### config.mk
export PLATFORM = sky130hd
export DESIGN_NAME = cmd_assembler
export DESIGN_NICKNAME = d
export VERILOG_FILES = /design/src/rtl/cmd_assembler.sv
export SDC_FILE = /design/constraint.sdc
export NUM_CORES = 1
export LEC_CHECK = 0
export BUFFER_PORTS_ARGS = -buffer_cell sky130_fd_sc_hd__buf_2
export CAP_MARGIN = 20
export CORE_ASPECT_RATIO = 0.8
export CORE_MARGIN = 4
export CORE_UTILIZATION = 49
export DETAILED_ROUTE_END_ITERATION = 10
export GPL_ROUTABILITY_DRIVEN = 0
export PLACE_DENSITY = 0.8
export RECOVER_POWER = 100
export SLEW_MARGIN = 10
export SYNTH_ARGS = -nofsm -noshare
export SYNTH_HDL_FRONTEND = slang
export SYNTH_SLANG_ARGS = --single-unit
### constraint.sdc
create_clock -name clk -period 1.7 [get_ports clk]
set_clock_uncertainty 0.15 [all_clocks]
set_input_delay 0.51 -clock clk [delete_from_list [all_inputs] [get_ports clk]]
set_output_delay 0.51 -clock clk [all_outputs]
set_load 0.01 [all_outputs]
### src/rtl/cmd_assembler.sv
// cmd_assembler: packs three received bytes (MSB first) into a 24-bit host
// command, holds it until acknowledged, and drops a partial frame when the
// gap between bytes of one command exceeds TIMEOUT clock cycles.
module cmd_assembler #(
   parameter int TIMEOUT = 20000,
   parameter int TO_W    = 15
) (
   input  logic        clk,
   input  logic        rst,
   input  logic        rx_rdy,
   input  logic [7:0]  rx_data,
   input  logic        clr_cmd_rdy,
   output logic [23:0] cmd,
   output logic        cmd_rdy,
   output logic        overrun,
   output logic        frame_to
);

   typedef enum logic [1:0] {
      S_IDLE = 2'd0,
      S_B1   = 2'd1,
      S_B2   = 2'd2,
      S_HOLD = 2'd3
   } state_t;

   // Counter value at which an idle gap inside a frame is declared too long.
   localparam logic [TO_W-1:0] TO_LAST = TO_W'(TIMEOUT - 1);
   localparam logic [TO_W-1:0] TO_ZERO = {TO_W{1'b0}};
   localparam logic [TO_W-1:0] TO_ONE  = {{(TO_W-1){1'b0}}, 1'b1};

   state_t          state_q;
   logic [23:0]     cmd_q;
   logic            cmd_rdy_q;
   logic            overrun_q;
   logic            frame_to_q;
   logic [TO_W-1:0] to_cnt_q;

   // Framing FSM with all outputs and the inter-byte timeout held in registers.
   always_ff @(posedge clk or posedge rst) begin
      if (rst) begin
         state_q    <= S_IDLE;
         cmd_q      <= 24'h000000;
         cmd_rdy_q  <= 1'b0;
         overrun_q  <= 1'b0;
         frame_to_q <= 1'b0;
         to_cnt_q   <= TO_ZERO;
      end else begin
         // Pulses default low; they are raised for exactly one cycle below.
         overrun_q  <= 1'b0;
         frame_to_q <= 1'b0;
         case (state_q)
            S_IDLE: begin
               to_cnt_q <= TO_ZERO;
               if (rx_rdy) begin
                  cmd_q[23:16] <= rx_data;
                  state_q      <= S_B1;
               end else begin
                  state_q      <= S_IDLE;
               end
            end
            S_B1: begin
               // An arriving byte takes priority over an expiring timeout.
               if (rx_rdy) begin
                  cmd_q[15:8] <= rx_data;
                  to_cnt_q    <= TO_ZERO;
                  state_q     <= S_B2;
               end else if (to_cnt_q == TO_LAST) begin
                  to_cnt_q    <= TO_ZERO;
                  frame_to_q  <= 1'b1;
                  state_q     <= S_IDLE;
               end else begin
                  to_cnt_q    <= to_cnt_q + TO_ONE;
               end
            end
            S_B2: begin
               if (rx_rdy) begin
                  cmd_q[7:0]  <= rx_data;
                  cmd_rdy_q   <= 1'b1;
                  to_cnt_q    <= TO_ZERO;
                  state_q     <= S_HOLD;
               end else if (to_cnt_q == TO_LAST) begin
                  to_cnt_q    <= TO_ZERO;
                  frame_to_q  <= 1'b1;
                  state_q     <= S_IDLE;
               end else begin
                  to_cnt_q    <= to_cnt_q + TO_ONE;
               end
            end
            S_HOLD: begin
               to_cnt_q <= TO_ZERO;
               if (clr_cmd_rdy) begin
                  // Acknowledge frees the holding slot; a byte in the same
                  // cycle is already the first byte of the next command.
                  cmd_rdy_q <= 1'b0;
                  if (rx_rdy) begin
                     cmd_q[23:16] <= rx_data;
                     state_q      <= S_B1;
                  end else begin
                     state_q      <= S_IDLE;
                  end
               end else if (rx_rdy) begin
                  overrun_q <= 1'b1;
               end else begin
                  state_q   <= S_HOLD;
               end
            end
            default: begin
               state_q   <= S_IDLE;
               cmd_rdy_q <= 1'b0;
               to_cnt_q  <= TO_ZERO;
            end
         endcase
      end
   end

   assign cmd      = cmd_q;
   assign cmd_rdy  = cmd_rdy_q;
   assign overrun  = overrun_q;
   assign frame_to = frame_to_q;

endmodule
=== Yosys cells after proc, flatten, opt, wreduce, memory -nomap -nowiden ===
Cells that the tools add are included.

* Reduce and logical (&&, ||, !) cells: 9
* Equal/unequal tests: 7
* $add $sub $neg: 1
* Muxes and demuxes: 22

{| class="wikitable"
|+ Operators by type and width
! operator !! count
|-
| 15-bit two-way mux || 2
|-
| 15-bit case mux with 2 select lines || 1
|-
| 8-bit two-way mux || 2
|-
| 8-bit case mux with 2 select lines || 1
|-
| 15-bit by 1-bit adder with 15-bit output, second input constant || 1
|-
| 15-bit equality test, second input constant || 1
|-
| 2-bit two-way mux || 5
|-
| 1-bit two-way mux || 9
|-
| 2-bit case mux with 4 select lines || 1
|-
| 2-bit AND reduction || 3
|-
| 2-bit equality test, second input constant || 2
|-
| 2-bit inequality test, second input constant || 2
|-
| 2-bit nonzero test || 2
|-
| 2-bit OR reduction || 2
|-
| 3-bit inequality test, second input constant || 1
|-
| 3-bit AND reduction || 1
|-
| 2-bit by 1-bit equality test with 1-bit output, second input constant || 1
|-
| 2-bit zero test || 1
|-
| 1-bit case mux with 2 select lines || 1
|}

* Flip-flop bits (word level): 44

=== Longest topological paths before layout ===
Gate-level depths: netlist of the first run.

* Depth after elaboration: 4
* Depth in mapped cells: 6

=== Worst setup path before layout of the first run ===
No wires, ideal clock.

* Path kind: register -> register
* Start: register state_q[0]
* End: register cmd_q[16], in the netlist cmd[16]
* Stages on the path, launching flop included: 5
* Arrival time: 1.391 ns
* Slack: 0.034 ns
* Path through: dfrtp_1 -> inv_1 -> ha_1 -> nand3b_1 -> mux2_2

* Word-level cells in the longest chain between the ends: 3
* Elaborated cells on any way between the ends: 6
* Classes of those cells: eq/ne: 2; mux: 1; reduce/logical: 3

{| class="wikitable"
|+ Ends and longest elaborated chain
! what !! RTL line !! source
|-
| start: declaration || 31 || <nowiki>state_t state_q;</nowiki>
|-
| start signal: assignment || 41 || <nowiki>state_q <= S_IDLE;</nowiki>
|-
| start signal: assignment || 56 || <nowiki>state_q <= S_B1;</nowiki>
|-
| start signal: assignment || 58 || <nowiki>state_q <= S_IDLE;</nowiki>
|-
| 2-bit equality test / 2-bit zero test (equally long branches) || 51 || <nowiki>case (state_q)</nowiki>
|-
| 2-bit inequality test (no line) / 2-bit nonzero test (equally long branches) || - ||
|-
| 2-bit AND reduction (no line) || - ||
|-
| end signal: assignment || 55 || <nowiki>cmd_q[23:16] <= rx_data;</nowiki>
|-
| end signal: assignment || 96 || <nowiki>cmd_q[23:16] <= rx_data;</nowiki>
|-
| end: declaration || 32 || <nowiki>logic [23:0] cmd_q;</nowiki>
|}

Several ways; a longest one is shown, not always the timed one.
A chain may end at the register's enable or synchronous reset.

=== Final worst setup path of the first run ===
* Start: register state_q[0]
* End: register state_q[1]

* Word-level cells in the longest chain between the ends: 2
* Elaborated cells on any way between the ends: 6
* Classes of those cells: eq/ne: 4; mux: 1; reduce/logical: 1

{| class="wikitable"
|+ Ends and longest elaborated chain
! what !! RTL line
|-
| 2-bit equality test (tied with other cells) || 51
|-
| 2-bit case mux with 4 select lines / 3-bit inequality test (equally long branches) || -
|}

Several ways; a longest one is shown, not always the timed one.

==> results of run 1 <==
sequential cells by signal, indices dropped and copies added, names as in the netlist:
name	cells
cmd_rdy	1
state_q	2
overrun	1
frame_to	1
cmd	24
to_cnt_q	15
timing repair:
item	CTS	global route
gates resized for setup	2	12
pin swaps	0	4
endpoints found under the setup margin	6	24
hold buffers	0	0
setup buffers	1	2
report_power, final:
part           switching (mW)  internal [mW]
Combinational           0.814          0.951
Sequential              0.197           1.39
Clock                   0.339          0.279
per-stage QoR:
step                      area, µm²  cells  TNS [ns]  util [%]  hold slack [ns]
after floorplan                2030    163         0         -            0.327
after detailed placement       2420    266   -0.0673      62.1            0.339
after global routing           2580    276    -0.153      66.1            0.322
after global placement         2420    266   -0.0244      62.1            0.331
after CTS                      2510    274   -0.0156      64.4           0.0837
final                          2580    276         0      66.1            0.320
synth_stat cells:
| cell type | number | area, µm² |
|---|---|---|
| a211oi_1 | 1 | 7.51 |
| a21o_1 | 1 | 7.51 |
| a21oi_1 | 4 | 20.0 |
| a21oi_2 | 1 | 8.76 |
| and3_1 | 4 | 25.0 |
| and4_4 | 1 | 11.3 |
| buf_2 | 1 | 5.00 |
| buf_6 | 2 | 22.5 |
| dfrtp_1 | 44 | 1100 |
| ha_1 | 5 | 62.6 |
| inv_1 | 8 | 30.0 |
| mux2_2 | 24 | 270 |
| nand2_1 | 7 | 26.3 |
| nand2b_1 | 1 | 6.26 |
| nand3_1 | 5 | 25.0 |
| nand3_2 | 2 | 20.0 |
| nand3b_1 | 1 | 7.51 |
| nand4_1 | 4 | 25.0 |
| nand4_2 | 2 | 25.0 |
| nand4b_1 | 1 | 8.76 |
| nor2_1 | 6 | 22.5 |
| nor2_2 | 10 | 62.6 |
| nor2b_1 | 1 | 6.26 |
| nor3_1 | 2 | 10.0 |
| nor4_2 | 2 | 25.0 |
| nor4b_2 | 2 | 30.0 |
| o211ai_1 | 1 | 7.51 |
| o21ai_0 | 3 | 15.0 |
| o21bai_1 | 2 | 15.0 |
| or2_2 | 2 | 12.5 |
| or3_1 | 1 | 6.26 |
| xnor2_1 | 6 | 52.6 |
| xor2_1 | 6 | 52.6 |
per-layer routing:
layer	up-vias	track usage, %	wire (µm)
met5	-	0	0
li1	681	-	-
met2	23	26.5	2010
met4	0	8.02	102
met1	711	22.1	1880
met3	12	3.70	141
worst max path at each step:
stage | startpoint | to | slack (ns)
final | state_q[0] | state_q[1] | 0.009
after global routing | state_q[0] | state_q[1] | -0.05
after CTS | state_q[0] | state_q[1] | -0.01
after detailed placement | state_q[0] | state_q[1] | -0.06
after global placement | state_q[0] | state_q[1] | -0.02
after floorplan | rst | cmd[0] | 0.009
final cells by class:
cell class / count / area [µm²]
sequential: 44 / 1100
clock buffer: 6 / 72.6
inverter: 8 / 30.0
timing repair buffer: 54 / 355
fill: 316 / 1330
clock inverter: 1 / 5.00
tap: 55 / 68.8
multi-input combinational: 108 / 945
kinds of logic after synthesis:
group	count (synthesis)	synth area share, %
AOI/OAI and AO/OA	13	4.00
muxes	24	13.3
xor gates and xnor gates	12	5.17
DFF	44	54.2
and+or+nand+nor	54	17.5
buffers and inverters	11	2.83
adders and majority gates	5	3.08
worst register-to-register path: cells and delay by family (launching register included):
family / cells / cell delay [ns]
AOI/OAI and AO/OA: 2 / 0.29
adders and majority gates: 1 / 0.18
and+or+nand+nor: 2 / 0.42
DFF: 1 / 0.43
buffers and inverters: 1 / 0.09
==> flow_summary.ini, run 1 <==
[sta]
finalMaxSlewViolations = 0
min_period_ns = 1.69
finalSetupViolCount = 0
max_freq_mhz = 591
worst_pin_slew_ns = 1.06
max_slew_margin_pct = 29.3
layout_setup_ws_ns = 0.00924
rsz0062_at_grt = yes
finalHoldViolations = 0
fin_crit_sh_pct = 99.5

[min_path]
holdPathEnd = cmd[3]
worstHoldStart = rx_data[3]
hp-class = in2reg
worstHoldPathCells = 2

[detailed_routing]
routedWlPerCell_um = 15.0
detail_route.wirelength_um = 4140
ant_nets = 0
drc = 0
drt_pass1_iterations = 4
drtIter0Drc = 60
routed_via_density = 5.17
dr_total_vias = 1427

[cts]
clk_latency_ns = 0.30
cts_max_path_buffers = 2
cts_inserted_buffers = 5
cts_tree = yes
root_buffer = clkbuf_8
clkSlewWorstSetupHoldPaths_ns = 0.08
ctsHtreeMaxLevel = 2
numClockSinks = 44

[critical_path]
cp_slowest_cell = dfrtp_1
arrival_ns = 1.71
r2r_slack_ns = 0.009
crit_required_ns = 1.72
crit_type = reg2reg
path_max_fanout = 4
worstPathCellList = inv_2 > ha_4 > or2_4 > and3_4 > o21bai_1 > o211ai_1
timing.rr.end = state_q[1]
crit_cells = 6
r2r-start = state_q[0]
worst-path-buf-inv = 1
end_kind = flop
startpoint_type = flop
crit_family = flip-flops
cpPeakStageDelay_ns = 0.43
reg2reg_depth = 6

[floorplanning]
io_pins = 39
die_area_um2 = 5250
rows = 20
dieWidth_um = 80.0
initial_core_util_pct = 52.1
core_um2 = 3900
die_h_um = 65.6

[synthesis]
synthesis.area_um2 = 2030
syn_nets = 180
ys_ff_latch = 44
synth-seq-area-share_pct = 54.2
avgSynthCellArea_um2 = 12.5
yosysWarnings = 0
yosys.cell_types.count = 33
syn_inst = 163

[global_route]
grt_antenna_before_repair = 0
grt_pass1_wl_um = 6730
grt_use_total_pct = 16.8
grt_pass1_vias = 1430
grt_max_degree = 45
overflow = 0

[pwr]
total_power_mw = 3.97
vdd_drop_max_uv = 1080
leakagePower_nw = 1.16
power_density_nw_per_um2 = 1540

[placed_design]
io_buffers = 38
hpwl_um = 2940
place_ws_ns = -0.0616

[layout]
antenna_cells = 0
final_cell_mix = dfrtp_1, buf_2, mux2_2
area_growth_pct = 26.8
drive_gt1_share_pct = 51.1
finalNetCount = 238
final_common_cell = dfrtp_1

[flow_run]
maxCapViolations = 0

[run_status]
outcome = completed
Note: power is estimated with default switching activity, not from simulation.
==> run 2, diff against run 1 <==
--- a/config.mk
+++ b/config.mk
@@ -7,12 +7,14 @@
 export LEC_CHECK = 0
 export BUFFER_PORTS_ARGS = -buffer_cell sky130_fd_sc_hd__buf_2
 export CAP_MARGIN = 20
+export CELL_PAD_IN_SITES_DETAIL_PLACEMENT = 1
+export CELL_PAD_IN_SITES_GLOBAL_PLACEMENT = 1
 export CORE_ASPECT_RATIO = 0.8
 export CORE_MARGIN = 4
-export CORE_UTILIZATION = 49
+export CORE_UTILIZATION = 30
 export DETAILED_ROUTE_END_ITERATION = 10
 export GPL_ROUTABILITY_DRIVEN = 0
-export PLACE_DENSITY = 0.8
+export PLACE_DENSITY = 0.63
 export RECOVER_POWER = 100
 export SLEW_MARGIN = 10
 export SYNTH_ARGS = -nofsm -noshare
==> constraint.sdc (replaced) <==
create_clock -name clk -period 1.9 [get_ports clk]
set_clock_uncertainty 0.15 [all_clocks]
set_input_delay 0.57 -clock clk [delete_from_list [all_inputs] [get_ports clk]]
set_output_delay 0.57 -clock clk [all_outputs]
set_load 0.01 [all_outputs]
==> run 2 against run 1 <==
Sequential power shrank 11%. Global-route usage shrank 4.9 points. Highest routed layer unchanged. Critical path type unchanged. Power shrank 17%. Sequential cell count is the same. Clock power shrank 2%. Die area grew 56%. Worst setup slack gained 0.15 ns. Via count shrank 4.5%. First-iteration DRC count shrank 70%. Routed wire length grew 4.8%. Clock-buffer cell count grew 1. Largest cell class unchanged. Combinational power shrank 29%.
==> flow_summary.ini, run 2 (same netlist as run 1, synthesis figures left out) <==
[global_route]
overflow = 0
grt_pass1_wl_um = 7750
grt_pass1_vias = 1476
grt_use_total_pct = 12.0
grt_antenna_before_repair = 0
grt_max_degree = 45

[min_path]
hp-class = reg2reg
worstHoldStart = to_cnt_q[0]

[critical_path]
worstPathCellList = inv_1 > ha_1 > or2_2 > and3_1 > o21bai_1 > o211ai_1
r2r-start = state_q[0]
end_kind = flop
crit_family = simple AND/OR/NAND/NOR gates
crit_cells = 6
startpoint_type = flop
path_max_fanout = 4
timing.rr.end = state_q[1]
arrival_ns = 1.74
cp_slowest_cell = dfrtp_1
crit_type = reg2reg
crit_required_ns = 1.90
crit_end = state_q[1]
reg2reg_depth = 6
startpoint = state_q[0]
r2r_slack_ns = 0.16
cpPeakStageDelay_ns = 0.40
worst-path-buf-inv = 1

[layout]
fin_util_pct = 37.2
fin_cells = 297
final_cell_mix = dfrtp_1, clkbuf_1, mux2_2
area_growth_pct = 18.6
largest_reg_flops = 24
finalNetCount = 229
antenna_cells = 0
drive_gt1_share_pct = 30.0
final_common_cell = dfrtp_1
n_fill_cell = 737

[pwr]
power_density_nw_per_um2 = 1360
intPower_mw = 2.16
seqPwrFrac_pct = 43.3
leakagePower_nw = 1.04
power_switching_mw = 1.13
vdd_drop_max_uv = 543
swShare_pct = 34.2
total_power_mw = 3.29
pwr-share-clk_pct = 18.3
combPwrFrac_pct = 38.4

[detailed_routing]
drt_pass1_iterations = 4
detail_route.wirelength_um = 4340
routedWlPerCell_um = 14.6
routed_via_density = 4.59
drc = 0
ant_nets = 0
drtIter0Drc = 18
dr_total_vias = 1363

[sta]
max_freq_mhz = 575
fin_crit_sh_pct = 91.5
finalHoldViolations = 0
rsz0062_at_grt = no
finalMaxSlewViolations = 0
worst_pin_slew_ns = 1.10
tns_ns = 0
finalSetupViolCount = 0
max_slew_margin_pct = 26.8
min_period_ns = 1.74

[cts]
post_cts_buffers = 0
clk_latency_ns = 0.29
numClockSinks = 44
clkSlewWorstSetupHoldPaths_ns = 0.08
cts_tree = yes
cts_inserted_buffers = 5
root_buffer = clkbuf_8
cts_max_path_buffers = 2
ctsHoldBuffers = 0
ctsHtreeMaxLevel = 2

[floorplanning]
rows = 26
io_pins = 39
dieWidth_um = 100
die_h_um = 81.6
die_area_um2 = 8170
initial_core_util_pct = 31.4
core_um2 = 6470

[run_status]
outcome = completed

[placed_design]
dpl.cell_count = 289
hpwl_um = 3320
io_buffers = 38

[flow_run]
maxCapViolations = 0
run 2: changes by cell type in the layout (fill, tap and decap cells not counted), sizes merged:
cell,change
clkinv,-1
clkinvlp,+1
buf,-36
clkbuf,+28
run 2: repair_timing:
item                       CTS  global route
hold endpoints to repair     0             0
setup endpoints to repair    0            14
resized for setup            0             2
run 2: routing by layer:
| layer | part of all wire (%) | global-route usage (%) |
|---|---|---|
| met1 | 53 | 17.8 |
| met2 | 44 | 18.3 |
| met3 | 2.3 | 2.21 |
| met4 | 0.32 | 2.42 |
| met5 | 0 | 0 |
run 2: worst min-delay path by stage:
| stage | end | cells past startpoint |
|---|---|---|
| 2_1_floorplan | to_cnt_q[0] | 1 |
| 3_3_place_gp | cmd[2] | 1 |
| 3_5_place_dp | cmd[9] | 1 |
| 4_1_cts | to_cnt_q[6] | 3 |
| 5_1_grt | to_cnt_q[0] | 1 |
| 6_report | to_cnt_q[0] | 1 |
run 2: power by group through the flow:
| stage | sequential (mW) | clock, mW | combinational, mW |
|---|---|---|---|
| 2_1_floorplan | 1.55 | 0 | 0.693 |
| 3_3_place_gp | 1.42 | 0 | 1.37 |
| 3_5_place_dp | 1.44 | 0 | 1.40 |
| 4_1_cts | 1.42 | 0.634 | 1.40 |
| 5_1_grt | 1.47 | 0.683 | 1.41 |
| 6_report | 1.42 | 0.603 | 1.26 |
run 2: metrics by stage:
| stage | cell area (µm²) | setup slack [ns] | hold slack [ns] |
|---|---|---|---|
| finish | 2410 | 0.161 | 0.345 |
| CTS | 2480 | 0.0877 | 0.159 |
| detailed placement | 2390 | 0.109 | 0.341 |
| global placement | 2390 | 0.123 | 0.334 |
| floorplan | 2030 | 0.149 | 0.327 |
| global route | 2410 | 0.0269 | 0.377 |
run 2: area by class of cell:
type                            instances  area [µm²]  area share [%]
Multi-Input combinational cell        108         853            35.4
Clock inverter                          1        7.51           0.311
Sequential cell                        44        1100            45.7
Timing Repair Buffer                   45         226            9.39
Inverter                                8        30.0            1.25
Tap cell                               84         105            4.36
Clock buffer                            7        86.3            3.58
==> run 3, diff against run 2 <==
==> constraint.sdc (replaced) <==
create_clock -name clk -period 1.9 [get_ports clk]
set_clock_uncertainty 0.15 [all_clocks]
set_input_delay 0.095 -clock clk [delete_from_list [all_inputs] [get_ports clk]]
set_output_delay 0.095 -clock clk [all_outputs]
set_load 0.01 [all_outputs]
==> run 3 against run 2 <==
Worst setup slack got worse by 0.022 ns. Die area did not move. Final cell count rose by 3.0%. First-iteration DRC count rose by 78%. Critical path depth did not move. Non-clock buffer count rose by 9. Via count rose by 4.7%. Sequential cell count did not move. Sequential share of layout area fell by 3.1 points. Power rose by 12%. Final area rose by 7.4%. Register-to-register slack got worse by 0.02 ns. Largest power group unchanged.
==> flow_summary.ini, run 3 (same netlist as run 1, synthesis figures left out) <==
[run_status]
outcome = completed

[detailed_routing]
ant_nets = 0
drtIter0Drc = 32
routed_via_density = 4.66
routedWlPerCell_um = 14.9
drt_pass1_iterations = 4
detail_route.wirelength_um = 4570
drc = 0
dr_total_vias = 1427

[cts]
ctsHtreeMaxLevel = 2
root_buffer = clkbuf_8
numClockSinks = 44
cts_tree = yes
post_cts_buffers = 0
clk_latency_ns = 0.29
clkSlewWorstSetupHoldPaths_ns = 0.08
cts_max_path_buffers = 2
cts_inserted_buffers = 5

[floorplanning]
die_area_um2 = 8170
die_h_um = 81.6
rows = 26
io_pins = 39
dieWidth_um = 100
initial_core_util_pct = 31.4
core_um2 = 6470

[sta]
min_period_ns = 1.76
worst_pin_slew_ns = 0.381
tns_ns = 0
finalHoldViolations = 0
max_freq_mhz = 568
finalMaxSlewViolations = 0
rsz0062_at_grt = no
fin_crit_sh_pct = 92.7
max_slew_margin_pct = 74.4
finalSetupViolCount = 0

[global_route]
busiest_layer = met2
use_met3_pct = 2.55
grt_pass1_wl_um = 7990
grt_pass1_vias = 1618
grt_use_total_pct = 12.5
grt_antenna_before_repair = 0
use_met2_pct = 20.8
grt.met1_usage_pct = 16.4
grt_max_degree = 36
overflow = 0

[layout]
stdcell_area_um2 = 2590
drive_gt1_share_pct = 29.7
final_cell_mix = dfrtp_1, clkbuf_1, mux2_2
finalNetCount = 238
final_common_cell = dfrtp_1
largest_reg_flops = 24
antenna_cells = 0
area_growth_pct = 27.3

[critical_path]
end_kind = flop
path_max_fanout = 14
r2r-start = to_cnt_q[0]
startpoint_type = flop
worst-path-buf-inv = 1
cpPeakStageDelay_ns = 0.41
reg2reg_depth = 6
timing.rr.end = to_cnt_q[14]
crit_type = reg2reg
crit_family = simple AND/OR/NAND/NOR gates
cp_slowest_cell = dfrtp_2
arrival_ns = 1.78
r2r_slack_ns = 0.14
worstPathCellList = ha_2 > nor4b_2 > nand4_2 > nand3_2 > buf_12 > a21oi_1
crit_required_ns = 1.92

[pwr]
power_density_nw_per_um2 = 1430
vdd_drop_max_uv = 602
leakagePower_nw = 1.11
total_power_mw = 3.70

[min_path]
hp-class = in2reg
holdPathEnd = cmd_rdy
worstHoldPathCells = 3
worstHoldStart = rx_rdy

[placed_design]
io_buffers = 38
hpwl_um = 3370
dpl_cell_area_um2 = 2380

[flow_run]
maxCapViolations = 0
run 3: changes by cell type in the layout (fill, tap and decap cells not counted), sizes merged:
cell / change
dlygate4sd3: +10
bufinv: +3
clkbuf: -3
clkinvlp: -1
run 3: worst max path at each step:
stage | end | slack (ns) | depth (start not counted) | from
CTS | to_cnt_q[5] | 0.08 | 6 | to_cnt_q[0]
floorplan | cmd[16] | 0.23 | 4 | state_q[0]
finish | to_cnt_q[14] | 0.14 | 6 | to_cnt_q[0]
global route | to_cnt_q[14] | 0.04 | 6 | to_cnt_q[0]
detailed placement | to_cnt_q[14] | 0.10 | 6 | to_cnt_q[0]
global placement | to_cnt_q[2] | 0.11 | 6 | to_cnt_q[0]
run 3: worst reg2reg max path, stage by stage (launching register included):
cell	delay, ns
dfrtp_2	0.41
ha_2	0.24
nor4b_2	0.26
nand4_2	0.22
nand3_2	0.15
buf_12	0.15
a21oi_1	0.06
run 3: power by group:
group	internal, mW	switching [mW]
clock	0.657	0.325
sequential	1.24	0.183
combinational	0.632	0.655
run 3: per-layer routing:
layer | wire, µm | vias to the layer above
li1 | - | 684
met1 | 2220 | 715
met2 | 2130 | 24
met3 | 153 | 4
met4 | 58 | 0
met5 | 0 | -
run 3: per-stage QoR:
| stage | setup WS [ns] | hold WS, ns | util (%) | instances |
|---|---|---|---|---|
| 6_report | 0.139 | 0.0534 | 40.0 | 306 |
| 5_1_grt | 0.0376 | 0.0885 | 40.0 | 306 |
| 4_1_cts | 0.0753 | 0.0476 | 40.8 | 306 |
| 3_5_place_dp | 0.101 | -0.107 | 36.8 | 288 |
| 3_3_place_gp | 0.114 | -0.104 | 36.8 | 288 |
| 2_1_floorplan | 0.234 | 0.0956 | - | 163 |
run 3: area by class of cell:
cell class / count / area (µm²)
Fill cell: 721 / 3880
Sequential cell: 44 / 1100
Multi-Input combinational cell: 108 / 858
Timing Repair Buffer: 54 / 334
Tap cell: 84 / 105
Clock inverter: 3 / 90.1
Clock buffer: 5 / 68.8
Inverter: 8 / 30.0
run 3: timing repair:
item                                    4_1_cts  5_1_grt
endpoints found under the setup margin        0       14
endpoints found under the hold margin        69        0
hold buffers                                 10        0
gates resized for setup                       0        2
